--- src/rtl/alu_lane_sequencer.sv ---
// Splits one full-warp ALU instruction into NUM_LANES-wide sub-packets tagged with pid/sop/eop,
// skipping sub-packets whose lane mask is empty.
module alu_lane_sequencer #(
  parameter int NUM_THREADS = 16,
  parameter int NUM_LANES   = 4,
  parameter int XLEN        = 32,
  parameter int META_W      = 64,
  localparam int NUM_PKTS   = NUM_THREADS / NUM_LANES,
  localparam int PID_W      = (NUM_PKTS > 1) ? $clog2(NUM_PKTS) : 1
) (
  input  logic                      clk,
  input  logic                      reset,
  input  logic                      in_valid,
  output logic                      in_ready,
  input  logic [META_W-1:0]         in_meta,
  input  logic [NUM_THREADS-1:0]    in_tmask,
  input  logic [NUM_THREADS*XLEN-1:0] in_rs1_data,
  input  logic [NUM_THREADS*XLEN-1:0] in_rs2_data,
  output logic                      out_valid,
  input  logic                      out_ready,
  output logic [META_W-1:0]         out_meta,
  output logic [NUM_LANES-1:0]      out_tmask,
  output logic [NUM_LANES*XLEN-1:0] out_rs1_data,
  output logic [NUM_LANES*XLEN-1:0] out_rs2_data,
  output logic [PID_W-1:0]          out_pid,
  output logic                      out_sop,
  output logic                      out_eop
);

  typedef enum logic {S_IDLE, S_BUSY} state_t;

  state_t                    r_state, r_state_next;
  logic [META_W-1:0]         r_meta;
  logic [NUM_THREADS-1:0]    r_tmask;
  logic [NUM_THREADS*XLEN-1:0] r_rs1;
  logic [NUM_THREADS*XLEN-1:0] r_rs2;
  logic [PID_W-1:0]          r_pid, r_pid_next;
  logic                      r_sop, r_sop_next;

  logic [NUM_PKTS-1:0]       w_in_nz;
  logic [NUM_PKTS-1:0]       w_hold_nz;
  logic [PID_W-1:0]          w_first_pid;
  logic [PID_W-1:0]          w_next_pid;
  logic                      w_eop;
  logic                      w_fire;
  logic                      w_accept;
  int                        w_base;

  // Per-slice "has any active lane" flags for the incoming and the held mask.
  for (genvar gi = 0; gi < NUM_PKTS; gi++) begin : g_nz
    assign w_in_nz[gi]   = |in_tmask[gi*NUM_LANES +: NUM_LANES];
    assign w_hold_nz[gi] = |r_tmask[gi*NUM_LANES +: NUM_LANES];
  end

  // Descending scans leave the lowest qualifying index; an all-zero mask falls back to pid 0.
  always_comb begin
    w_first_pid = '0;
    w_next_pid  = r_pid;
    w_eop       = 1'b1;
    for (int k = NUM_PKTS - 1; k >= 0; k--) begin
      if (w_in_nz[k]) begin
        w_first_pid = PID_W'(k);
      end
      if (w_hold_nz[k] && (k > int'(r_pid))) begin
        w_next_pid = PID_W'(k);
        w_eop      = 1'b0;
      end
    end
  end

  assign out_valid = (r_state == S_BUSY);
  assign w_fire    = out_valid & out_ready;
  assign in_ready  = (r_state == S_IDLE) | (w_fire & w_eop);
  assign w_accept  = in_valid & in_ready;

  always_comb begin
    r_state_next = r_state;
    r_pid_next   = r_pid;
    r_sop_next   = r_sop;
    if (w_accept) begin
      r_state_next = S_BUSY;
      r_pid_next   = w_first_pid;
      r_sop_next   = 1'b1;
    end else if (w_fire) begin
      r_sop_next = 1'b0;
      if (w_eop) begin
        r_state_next = S_IDLE;
      end else begin
        r_pid_next = w_next_pid;
      end
    end
  end

  always_ff @(posedge clk) begin
    if (reset) begin
      r_state <= S_IDLE;
      r_pid   <= '0;
      r_sop   <= 1'b0;
    end else begin
      r_state <= r_state_next;
      r_pid   <= r_pid_next;
      r_sop   <= r_sop_next;
    end
  end

  // Hold registers need no reset: they are only observed while BUSY.
  always_ff @(posedge clk) begin
    if (w_accept) begin
      r_meta  <= in_meta;
      r_tmask <= in_tmask;
      r_rs1   <= in_rs1_data;
      r_rs2   <= in_rs2_data;
    end
  end

  assign w_base       = int'(r_pid) * NUM_LANES;
  assign out_meta     = r_meta;
  assign out_tmask    = r_tmask[w_base +: NUM_LANES];
  assign out_rs1_data = r_rs1[w_base*XLEN +: NUM_LANES*XLEN];
  assign out_rs2_data = r_rs2[w_base*XLEN +: NUM_LANES*XLEN];
  assign out_pid      = r_pid;
  assign out_sop      = r_sop;
  assign out_eop      = w_eop;

endmodule

--- config.mk ---
export PLATFORM = sky130hd
export DESIGN_NAME = alu_lane_sequencer
export DESIGN_NICKNAME = d
export VERILOG_FILES = /design/src/rtl/alu_lane_sequencer.sv
export SDC_FILE = /design/constraint.sdc
export NUM_CORES = 1
export LEC_CHECK = 0
export CORE_AREA = 2 2 554 556
export DETAILED_ROUTE_END_ITERATION = 10
export DIE_AREA = 0 0 556 558
export SLEW_MARGIN = 20
export SYNTH_ARGS = -nofsm -noshare
export SYNTH_HDL_FRONTEND = slang
export SYNTH_SLANG_ARGS = --single-unit
--- constraint.sdc ---
create_clock -name clk -period 63.6 [get_ports clk]
set_input_delay 12.72 -clock clk [delete_from_list [all_inputs] [get_ports clk]]
set_output_delay 12.72 -clock clk [all_outputs]
set_load 0.02 [all_outputs]
# Word-level counts from Yosys, hierarchy flattened
# Cells that the tools add are included.
# W data, S select, Z words.
word_totals:
  register_bits: 1108
  latch_bits: 0
  ram_bits: 0
  rom_bits: 0
  input_bits: 1108
  output_inout_bits: 330
  elab_cells: 52
  n_memories: 0
classes:
  n_addsub: 0
  n_mul: 0
  div: 0
  n_lt_le_gt_ge: 3
  eq_ne: 1
  shifts: 3
  n_mux: 18
  bitwise: 5
  reduce_logical: 15
op_table:
  columns: ["cell", "count"]
  rows:
  - ["$shiftx A512 B10 Y128", 2]
  - ["$reduce_or A4 Y1", 7]
  - ["$mux W2", 10]
  - ["$shiftx A16 B5 Y4", 1]
  - ["$mux W1", 8]
  - ["$gt A2 B2 Y1 const A", 2]
  - ["$reduce_bool A2 Y1", 2]
  - ["$reduce_bool A4 Y1", 1]
  - ["$and A1 B1 Y1", 3]
  - ["$logic_and A1 B1 Y1", 3]
  - ["$reduce_and A3 Y1", 1]
  - ["$gt A1 B2 Y1 const A", 1]
  - ["$ne A2 B1 Y1 const B", 1]
  - ["$reduce_and A2 Y1", 1]
  - ["$not A1 Y1", 1]
  - ["$or A1 B1 Y1", 1]

# Logic depth before layout (Yosys ltp)
depth:
  ltp_word: 10
  mapped_depth: 6
  depth_no_buf: 5

# Worst setup path before layout
# No wires, ideal clock.
synth_timing:
  path_kind: "input to register"
  startpoint: "input in_valid"
  endpoint: "register r_meta[0], in the netlist out_meta[0], enable pin"
  setup_time_ns: 1.436
  arrival_ns: 34.137
  t_required_ns: 62.164
  path_slack_ns: 28.027
  cell_stages: 3
  path_buffers: 0
  path_cell_list: "nor2b_1 -> a41oi_1 -> inv_1"
synth_between:
  elab_chain_len: 1
synth_rtl:
  columns: ["element", "line", "source"]
  rows:
  - ["from (decl)", "13", "input logic in_valid,"]
  - ["$and A1 B1 Y1", "74", "assign w_accept = in_valid & in_ready;"]
  - ["to (signal assigned)", "109", "r_meta <= in_meta;"]
  - ["to (decl)", "33", "logic [META_W-1:0] r_meta;"]
# No other way between the ends.
# A chain may end at the register's enable or synchronous reset.

# Final worst setup path
layout_timing:
  startpoint: "input out_ready"
  endpoint: "output in_ready"
layout_between:
  elab_chain_len: 3
layout_rtl:
  columns: ["element", "line", "source"]
  rows:
  - ["from (decl)", "20", "input logic out_ready,"]
  - ["$and A1 B1 Y1", "72", "assign w_fire = out_valid & out_ready;"]
  - ["$and A1 B1 Y1", "73", "assign in_ready = (r_state == S_IDLE) | (w_fire & w_eop);"]
  - ["$or A1 B1 Y1", "73", null]
  - ["to (decl)", "14", "output logic in_ready,"]
# No other way between the ends.

==> impl_metrics.ini <==
[placement]
placement.setup.worst_slack_ns = 36.26
placed_wire_length_estimate_um = 175000
final_gp_congestion = 0.879
port_buffers = 1437
post-place-cells = 6866

[power]
swShare_pct = 25.7
powerDensity_mw_per_mm2 = 30.6
switchingPower_mw = 0.499
post-layout-total-power_mw = 1.94
static-leakage-power_nw = 19.9
p_seq_share_pct = 44.9
internal_power_mw = 1.44
vdd_ir_drop_max_mv = 0.0221
clockPowerShare_pct = 39.8
pwr-share-comb_pct = 15.3

[die]
placementRows = 203
floorplan.die.height_um = 558
fp.coreArea_mm2 = 0.305
die_width_um = 556
design.portCount = 1438
initial_utilization_pct = 13.0
fp.dieArea_mm2 = 0.310

[cts]
clock_tree.root_cell = clkbuf_16
cts.path.max_buffers = 4
clock_tree_from_tritoncts = yes
cts_hold_buf = 0
htree_levels = 4
ctsResizeCount = 0
clock_sinks = 1108
cts.reportedPaths.clkPinSlew_ns = 0.05
worst_skew_pair.late_latency_ns = 0.78
numCtsBuffers = 137
post_cts_setup_inserts = 0

[critical_path]
cp_max_fo = 4
cp.arrival_ns = 14.50
crit_path_start_kind = input port
critical_path.endpoint_type = primary output
critPathMostFrequentCell = clkdlybuf4s50_1
cp.required_ns = 50.88
cp_cell_sequence = clkdlybuf4s50_1, a21boi_1, inv_1, clkdlybuf4s50_1
count_of_buffer_and_inverter_cells_on_the_critical_path = 3
cpLargestDelayFamily = buffers and inverters
timing.critical_path.slowest_stage_cell = clkdlybuf4s50_1
timing.critical_path.slowest_cell_delay_ns = 0.58
criticalPathCategory = input port to primary output

[run]
drv_cap = 0

[grt]
first_global_vias = 24331
antenna_found_initial = 164
grt_pass1_wl_um = 257000
global_route.overflow_total = 0
grt_start_max_net_pins = 155
grt.total_usage_pct = 12.8

[drt]
remaining_drc_errors = 0
ant_nets = 0
detailedRoute.firstPassIterationCount = 5
routed-via-count = 23583
avgViaCountPerCell = 3.30
wl_um = 208000
routedWlPerCell_um = 29.1
1st_iter_drt_viols = 2263

[synth]
netlist_top_cells_count = edfxtp_1, mux4_2, buf_2
yosysSeqAreaShare_pct = 84.0
synth_edf_count = 1104
synth_top_cell_area_share_pct = 83.8
synth_cell_type_count = 28
synth-async-reset-ratio_pct = 0
leading_register_cell_type_out_of_synthesis = edfxtp_1
yosys_register_bits = 1108
postSynthAreaPerCell_um2 = 27.0
syn-num-nets = 2571
syn-cell-area_mm2 = 0.0396
yosysMostFrequentCell = edfxtp_1
yosysWarnings = 0
post_synth_main_area_contributors = edfxtp_1, mux4_2, buf_2
syn-instance-count = 1463
synth_top_area_cell = edfxtp_1

[finish]
register_area_mm2 = 0.0332
syn_to_final_growth_pct = 60.2
number_of_nets_in_the_final_layout = 4116
multi_input_comb_area_mm2 = 0.00607
post_layout_cell_count = 7140
drive_above_1_share_pct = 15.8
fillerInstances = 31841

[sta]
final_min_period_over_clock_period_pct = 42.8
worst-slew-pin-transition_ns = 1.05
achievable-frequency_ghz = 0.0367
whs_ns = 0.468
finalCriticalPeriod_ns = 27.22
hold_viol_final = 0
totalNegativeSetupSlack_ns = 0
post_route_clock_skew_ns = 0.0303
headroom_to_the_max_slew_limit_pct = 30.1
finalSetupViolCount = 0
rsz0062_at_grt = false
setup_ws_ns = 36.38
slew_viol_final = 0

[status]
outcome = complete, no violations

[worst_hold_path]
min_path_type = register to register
-- worst paths after layout --
path,slack (ns),to,start,cells after the start
max reg2reg,56.60,r_rs2[452]$_DFFE_PP_,out_pid[0]$_SDFFE_PP0P_,9
min,0.47,out_sop$_SDFFE_PP0P_,out_sop$_SDFFE_PP0P_,2
min reg2reg,0.47,out_sop$_SDFFE_PP0P_,out_sop$_SDFFE_PP0P_,2
max,36.38,in_ready,out_ready,4
-- cells by family after synthesis --
group	count (synthesis)	share of synthesized area, %
DFF	1108	84.0
muxes	261	14.8
buffers and inverters	61	0.670
and+or+nand+nor	19	0.269
AOI/OAI and AO/OA	14	0.247
-- flip-flops by register name, summed over array words and instances (netlist names) --
signal / cells
r_rs2: 512
out_valid: 1
out_sop: 1
out_meta: 64
r_rs1: 512
r_tmask: 16
out_pid: 2
-- per-layer routing --
| metal | track usage, % | up-vias | wire (µm) | part of all wire, % |
|---|---|---|---|---|
| met4 | 4.92 | 138 | 8620 | 4.1 |
| met3 | 7.45 | 480 | 29200 | 14 |
| li1 | - | 9559 | - | - |
| met1 | 14.2 | 11813 | 75300 | 36 |
| met2 | 20.1 | 1593 | 94100 | 45 |
| met5 | 0 | - | 909 | 0.44 |
-- layout by cell type, fill, tap and decap left out, types with 2 or more instances in the layout --
master,n
a21oi_1,4
buf_12,2
buf_4,25
bufinv_16,10
clkbuf_1,15
clkbuf_16,138
clkdlybuf4s50_1,1437
clkinv_1,21
clkinv_16,2
clkinv_2,19
clkinv_4,4
clkinv_8,3
clkinvlp_4,10
dfxtp_1,2
dfxtp_4,2
diode_2,38
edfxtp_1,1104
inv_1,2
inv_16,2
inv_6,8
inv_8,5
mux4_2,259
nand2_1,5
nor2_1,4
nor4_1,3
or4_1,3
-- per-stage QoR --
step / cell area (µm²) / utilization, %
floorplan: 39600 / -
global placement: 58900 / 19.4
detailed placement: 58900 / 19.4
CTS: 63300 / 20.8
global route: 63300 / 20.8
finish: 63400 / 20.8
-- area by class of cell --
| class | instances | share of cell area [%] |
|---|---|---|
| flip-flops and latches | 1108 | 52.4 |
| repair buffers | 1464 | 23.0 |
| multi-input cells | 294 | 9.58 |
| well taps | 3997 | 7.89 |
| clock buffers | 153 | 5.54 |
| clock inverters | 83 | 1.34 |
| diodes | 38 | 0.150 |
| inverters | 3 | 0.0296 |
-- power groups by stage --
stage	Sequential [mW]	Clock (mW)	Combinational, mW
6_report	0.871	0.771	0.296
3_3_place_gp	0.885	0	0.304
3_5_place_dp	0.887	0	0.306
4_1_cts	0.872	0.797	0.307
5_1_grt	0.874	0.823	0.313
2_1_floorplan	0.923	0	0.103
-- worst min-delay path, stage by stage, from the launching register on --
cell and delay, ns:
dfxtp_1 0.31, nand2_1 0.05, a21oi_1 0.06
(Power assumes the default switching activity.)
